## config.mk

```make
export PLATFORM = sky130hd
export DESIGN_NAME = mac_dot_seq
export DESIGN_NICKNAME = d
export VERILOG_FILES = /design/src/rtl/mac_dot_seq.sv
export SDC_FILE = /design/constraint.sdc
export NUM_CORES = 1
export LEC_CHECK = 0
export CAP_MARGIN = 20
export CELL_PAD_IN_SITES_DETAIL_PLACEMENT = 1
export CELL_PAD_IN_SITES_GLOBAL_PLACEMENT = 2
export CORE_MARGIN = 1
export CORE_UTILIZATION = 38
export DETAILED_ROUTE_END_ITERATION = 7
export GPL_ROUTABILITY_DRIVEN = 1
export PLACE_DENSITY = 0.87
export SYNTH_ARGS = -nofsm -noshare
export SYNTH_HDL_FRONTEND = slang
export SYNTH_SLANG_ARGS = --single-unit
```

## constraint.sdc

```tcl
create_clock -name clk -period 11 [get_ports clk]
set_input_delay 1.65 -clock clk [delete_from_list [all_inputs] [get_ports clk]]
set_output_delay 1.65 -clock clk [all_outputs]
set_load 0.01 [all_outputs]
```

## src/rtl/mac_dot_seq.sv

```systemverilog
// Dot-product sequencer driving one non_vector_MAC_int; MAC output is fed back as the accumulate input.
// Optional feature: define MAC_BIAS_EN to add a bias port that preloads the accumulator.

module non_vector_MAC_int #(
    parameter int REG_WIDTH = 16
) (
    input  logic                 clk,
    input  logic [REG_WIDTH-1:0] a,
    input  logic [REG_WIDTH-1:0] b,
    input  logic [REG_WIDTH-1:0] c,
    output logic [REG_WIDTH-1:0] c_ab
);
    always_ff @(posedge clk) begin
        c_ab <= a * b + c;
    end
endmodule

// state | meaning
// IDLE  | waiting for start; MAC preloads INIT when start is seen
// RUN   | consuming operand pairs; counter holds pairs still to take
// DONE  | result presented on out_result until out_ready
module mac_dot_seq #(
    parameter int REG_WIDTH = 16,
    parameter int LEN_W     = 8
) (
    input  logic                 clk,
    input  logic                 rst,
    input  logic                 start,
    input  logic [LEN_W-1:0]     len,
    output logic                 busy,
    input  logic                 in_valid,
    output logic                 in_ready,
    input  logic [REG_WIDTH-1:0] a_in,
    input  logic [REG_WIDTH-1:0] b_in,
    output logic                 out_valid,
    input  logic                 out_ready,
`ifdef MAC_BIAS_EN
    input  logic [REG_WIDTH-1:0] bias,
`endif
    output logic [REG_WIDTH-1:0] out_result
);
    typedef enum logic [1:0] {IDLE, RUN, DONE} state_t;

    state_t               state;
    logic [LEN_W-1:0]     cnt;
    logic [REG_WIDTH-1:0] mac_a;
    logic [REG_WIDTH-1:0] mac_b;
    logic [REG_WIDTH-1:0] mac_c;
    logic [REG_WIDTH-1:0] c_ab;
    logic [REG_WIDTH-1:0] init_val;
    logic                 hs;

`ifdef MAC_BIAS_EN
    assign init_val = bias;
`else
    assign init_val = '0;
`endif

    assign hs = in_valid & in_ready;

    always_comb begin
        mac_a = '0;
        mac_b = '0;
        mac_c = '0;
        if (!rst) begin
            case (state)
                IDLE: mac_c = start ? init_val : '0;
                RUN: begin
                    mac_c = c_ab;
                    if (hs) begin
                        mac_a = a_in;
                        mac_b = b_in;
                    end
                end
                DONE:    mac_c = c_ab;
                default: mac_c = '0;
            endcase
        end
    end

    non_vector_MAC_int #(.REG_WIDTH(REG_WIDTH)) u_mac (
        .clk  (clk),
        .a    (mac_a),
        .b    (mac_b),
        .c    (mac_c),
        .c_ab (c_ab)
    );

    always_ff @(posedge clk) begin
        if (rst) begin
            state     <= IDLE;
            cnt       <= '0;
            busy      <= 1'b0;
            in_ready  <= 1'b0;
            out_valid <= 1'b0;
        end else begin
            case (state)
                IDLE: begin
                    if (start) begin
                        busy <= 1'b1;
                        if (len == '0) begin
                            state     <= DONE;
                            out_valid <= 1'b1;
                        end else begin
                            state    <= RUN;
                            cnt      <= len;
                            in_ready <= 1'b1;
                        end
                    end
                end
                RUN: begin
                    if (hs) begin
                        cnt <= cnt - LEN_W'(1);
                        if (cnt == LEN_W'(1)) begin
                            state     <= DONE;
                            in_ready  <= 1'b0;
                            out_valid <= 1'b1;
                        end
                    end
                end
                DONE: begin
                    if (out_ready) begin
                        state     <= IDLE;
                        busy      <= 1'b0;
                        out_valid <= 1'b0;
                    end
                end
                default: begin
                    state     <= IDLE;
                    busy      <= 1'b0;
                    in_ready  <= 1'b0;
                    out_valid <= 1'b0;
                end
            endcase
        end
    end

    // c_ab is final in the same cycle out_valid rises, so the result is taken straight from it
    assign out_result = out_valid ? c_ab : '0;

endmodule

```

## After elaboration in Yosys (flattened, before gate mapping)

Index checks and enable logic that the tools add are counted.

- Input bits: 45
- Output and inout port bits: 19
- Logic and storage cells: 62
- Register bits after elaboration: 29

- Muxes and demuxes: 32
- Reduce and logical (&&, ||, !) cells: 9
- $mul: 1
- Add/sub/neg operators: 2
- Bitwise gates (word level): 3
- Equal/unequal tests: 9

Operators with widths:

| cell | number |
|---|---|
| 16-bit two-way mux | 9 |
| 8-bit two-way mux | 3 |
| 16-bit adder | 1 |
| 16-bit by 16-bit multiplier with 16-bit output | 1 |
| 8-bit case mux with 2 select lines | 1 |
| 2-bit inequality test (second input constant) | 6 |
| 1-bit two-way mux | 10 |
| 2-bit two-way mux | 5 |
| 5-bit AND reduction | 2 |
| 1-bit case mux with 3 select lines | 3 |
| 8-bit by 1-bit equality test with 1-bit output (second input constant) | 1 |
| 8-bit logical NOT | 1 |
| 4-bit AND reduction | 2 |
| 8-bit by 1-bit subtractor with 8-bit output (second input constant) | 1 |
| 2-bit case mux with 3 select lines | 1 |
| 3-bit AND reduction | 1 |
| 2-bit by 1-bit equality test with 1-bit output (second input constant) | 1 |
| 2-bit equality test (second input constant) | 1 |
| 2-bit logical NOT | 1 |
| 1-bit inverter | 2 |
| 2-bit nonzero test | 1 |
| 2-bit OR reduction | 1 |
| 1-bit AND | 1 |

## Logic depth before layout (Yosys ltp)

- Depth after elaboration: 6
- Depth in mapped cells: 26
- Gate-level depth less buffers: 24

## By module

Synthesis repeated with hierarchy kept, for this count alone.

- Cells, all modules: 726
- Area total of the unflattened synthesis: 6068.3 sq um

By module, submodules not included:

| module | area each (sq um) | times used | sequential area each (sq um) | cells an instance |
|---|---|---|---|---|
| non_vector_MAC_int | 4762.1 | 1 | 320.3 | 548 |
| mac_dot_seq | 1306.3 | 1 | 260.2 | 178 |

## Worst setup path after synthesis

OpenSTA, ideal clock, no wires.

- Path type: input-to-reg
- Start point: input port rst
- End point: register u_mac.c_ab[15]
- Cell stages on the path: 21
- Setup time: 0.119 ns
- Setup slack: 4.115 ns
- Path buffers: 2
- Required time: 10.881 ns
- Data arrival time: 6.766 ns
- Cell sequence: inv_1 nand2_1 nor2_1 clkbuf_1 clkbuf_1 nand3_1 fa_1 inv_1 fa_1 inv_1 fa_1 fa_1 fa_1 fa_1 xnor2_1 xnor2_1 xnor2_1 xnor2_1 xnor2_1 xnor3_1 xnor2_1

- Longest elaborated chain between the ends: 3
- Elaborated cells between the ends (all ways): 5
- Classes of those cells: 1 x add/sub; 1 x mul; 3 x mux

RTL lines:

| element | RTL line | text |
|---|---|---|
| from (decl) | 27 | `input logic rst,` |
| 16-bit two-way mux | 65 | `if (!rst) begin` |
| 16-bit by 16-bit multiplier with 16-bit output | 14 | `c_ab <= a * b + c;` |
| 16-bit adder (*) | 14 |  |
| to (signal assigned) | 14 |  |
| to (decl) | 11 | `output logic [REG_WIDTH-1:0] c_ab` |

Every way passes the cells marked *; elsewhere a longest branch is shown, timed or not.
A chain may end at the register's enable or synchronous reset.

## Worst setup path after layout

Ends and elaborated chain as after synthesis.

==> results.sh <==
export IMPL_fin_nets=941
export IMPL_slew_headroom_pct=39.67
export IMPL_critPathRequiredTime_ns=11.18
export IMPL_power_frac_comb_pct=49.1
export IMPL_cts_path_max_buffers=2
export IMPL_cp_end_kind="flop"
export IMPL_skew_ns=0.002975
export IMPL_drive_above_1_share_pct=1.609
export IMPL_crit_buf_inv=2
export IMPL_postCtsSetupBuffers=0
export IMPL_num_rows=44
export IMPL_cp_slowest_stage_delay_ns=0.69
export IMPL_finalInstanceArea_um2=6716
export IMPL_worst_slack_ns=3.057
export IMPL_ctsResizeCount=0
export IMPL_finalPower_mw=0.6511
export IMPL_dp_hpwl_um=13920
export IMPL_grt_pass1_vias=5307
export IMPL_multi_input_area_um2=4532
export IMPL_path_depth=19
export IMPL_synthCells=700
export IMPL_worstPathMaxFanout=14
export IMPL_cpLargestDelayFamily="adder cells"
export IMPL_firstDrtPassIters=6
export IMPL_final_max_slew_viol_count=0
export IMPL_via_count=4806
export IMPL_avgSynthCellArea_um2=8.244
export IMPL_fin_crit_ns=7.943
export IMPL_ys_seq_area_share_pct=10.06
export IMPL_ys_warn_count=0
export IMPL_cp_start_kind="primary input"
export IMPL_grt_overflow=0
export IMPL_antenna_found_initial=1
export IMPL_synth_seq_cells=29
export IMPL_setup_viol=0
export IMPL_synth_cell_area_um2=5771
export IMPL_start_util_pct=39.26
export IMPL_syn2layout_area_growth_pct=16.39
export IMPL_grt_pass1_wl_um=27700
export IMPL_drt_total_wl_um=16820
export IMPL_cpMaxStageDelayCell="nor2_1"
export IMPL_avgRoutedWirePerCell_um=18.08
export IMPL_tightest_slew_ns=0.9049
export IMPL_critPathKind="in -> reg"
export IMPL_reg2regPathDepth=21
export IMPL_seq_power_share_pct=25.0
export IMPL_clkPwrFrac_pct=25.9
export IMPL_grt_setup_unrepaired="false"
export IMPL_hold_class="reg -> reg"
export IMPL_grt_start_max_net_pins=41
export IMPL_first_iter_violations=220
export IMPL_cts_tree="yes"
export IMPL_crit_arrival_ns=8.12
export IMPL_register_area_um2=580.6
export IMPL_die_h_um=125.2
export IMPL_holdPathStages=2
export IMPL_track_usage_pct=22.67
export IMPL_vias_per_cell=5.168
export IMPL_path_cells="clkdlybuf4s50_1, nor2_1, nand2_1, nor2_1, and2_1, fa_1, inv_1, fa_1, fa_1, fa_1, fa_1, fa_1, xnor2_1, xnor2_1, xnor2_1, xnor2_1, xnor2_1, xnor3_1, xnor2_1"
export IMPL_tns_ns=0
export IMPL_clkLatencyLatePin_ns=0.29
export IMPL_h_tree_depth=2
export IMPL_vdd_drop_max_v=0.0001237
export IMPL_synth_nets=896
export IMPL_intPower_mw=0.3709
export IMPL_status="completed"
export IMPL_io_buffers=63
export IMPL_synth_cell_types=38
export IMPL_clock_sinks=29
export IMPL_die_area_um2=15680
export IMPL_netSwitchingFraction_pct=43.03
export IMPL_synthArstFlopShare_pct=0
export IMPL_fillers=1805
export IMPL_switching_power_mw=0.2802
export IMPL_ys_flop_type="dfxtp_1"
export IMPL_power_density_nw_per_um2=96.94
export IMPL_fmax_mhz=125.9
export IMPL_cts_root_buf="clkbuf_16"
export IMPL_cts_made_buffers=5
export IMPL_synth_edff_count=0
export IMPL_clk_pin_slew_ns=0.06
export IMPL_holdBufCountCts=0
export IMPL_ant_nets=0
export IMPL_fp_coreArea_um2=14700
export IMPL_leakage_nw=3.294
export IMPL_pre_cts_slack_ns=2.799
export IMPL_die_x_um=125.2
export IMPL_io_pins=64
export IMPL_period_share_pct=72.21
export IMPL_antenna_cells=0
export IMPL_post_route_drc_count=0
export IMPL_routabilityCongestion=0.8300
export IMPL_max_cap_violations=0
export IMPL_dpl_cell_area_um2=6536
export IMPL_utilization_pct=45.69
export IMPL_hold_viol=0
-- cells by family after synthesis --
family,Yosys count,share of synthesized area (%)
flip-flops,29,10.06
multiplexers,1,0.1735
XOR/XNOR,39,6.396
AO/OA/AOI/OAI,50,5.464
buffers and inverters,175,11.45
AND/OR/NAND/NOR,255,21.49
adder cells (fa/ha/maj),151,44.97
-- sequential cells by signal, summed over array words and instances (netlist names) --
name	count
out_valid	1
busy	1
state	2
in_ready	1
cnt	8
u_mac.c_ab	16
-- synthesized netlist by cell type (8+ instances only) --
| cell type | instances | share of area, % |
|---|---|---|
| dfxtp_1 | 29 | 10 |
| clkbuf_1 | 24 | 1.6 |
| fa_1 | 94 | 33 |
| ha_1 | 57 | 12 |
| nor3_1 | 8 | 0.69 |
| nand3_1 | 24 | 2.1 |
| and3_1 | 30 | 3.3 |
| nand2_1 | 98 | 6.4 |
| inv_1 | 148 | 9.6 |
| and2_1 | 38 | 4.1 |
| o21ai_0 | 10 | 0.87 |
| a21oi_1 | 15 | 1.3 |
| nor2_1 | 33 | 2.1 |
| xnor2_1 | 30 | 4.6 |
-- power by group through the flow --
stage / clock [mW] / combinational [mW] / sequential [mW]
2_1_floorplan: 0 / 0.217 / 0.155
3_3_place_gp: 0 / 0.302 / 0.163
3_5_place_dp: 0 / 0.317 / 0.165
4_1_cts: 0.173 / 0.318 / 0.164
5_1_grt: 0.177 / 0.361 / 0.168
6_report: 0.169 / 0.320 / 0.163
-- routing by layer --
layer  GRT usage (%)  wire length (um)
met2           38.88              8246
met4           4.519               117
met5               0                 0
met3           3.038               703
met1           30.61              7747
-- placed cells by master (no fill, tap or decap), types with 3 or more instances in the layout --
cell type,count
and4_1,4
nand2_1,98
o31ai_1,3
xor2_1,7
inv_1,148
xnor2_1,30
o21ai_0,10
a21oi_1,15
nor2_1,32
nor3_1,8
a22oi_1,5
nor4_1,5
clkbuf_16,5
a211oi_1,3
nand3_1,24
dfxtp_1,29
and2_1,38
and3_1,30
ha_1,57
fa_1,94
clkdlybuf4s50_1,63
nor2b_1,7
a21o_1,4
-- tightest hold or removal path: cells and delay by family, from the launching register on --
family          cells  cell delay, ns
flops               1            0.32
compound gates      1            0.06
simple gates        1            0.07
-- per-stage QoR --
stage          hold slack [ns]  instances
2_1_floorplan           0.4678        700
3_3_place_gp            0.4786        921
3_5_place_dp            0.4876        921
4_1_cts                 0.5067        929
5_1_grt                 0.5462        930
6_report                0.5060        930
-- area by class of cell --
cell class                      instances  area share, %
Sequential cell                        29          8.644
Clock buffer                            7          2.124
Timing Repair Buffer                   65          9.613
Inverter                              148          8.271
Tap cell                              184          3.428
Clock inverter                          1         0.4471
Multi-Input combinational cell        496          67.47
-- worst paths after layout --
path                               start        endpoint  slack [ns]
worst max-delay path                 rst  u_mac.c_ab[15]        3.06
worst min-delay path            state[0]        state[0]        0.51
worst max register to register  state[1]  u_mac.c_ab[15]        3.94
worst min register to register  state[0]        state[0]        0.51
(Power assumes the default switching activity.)
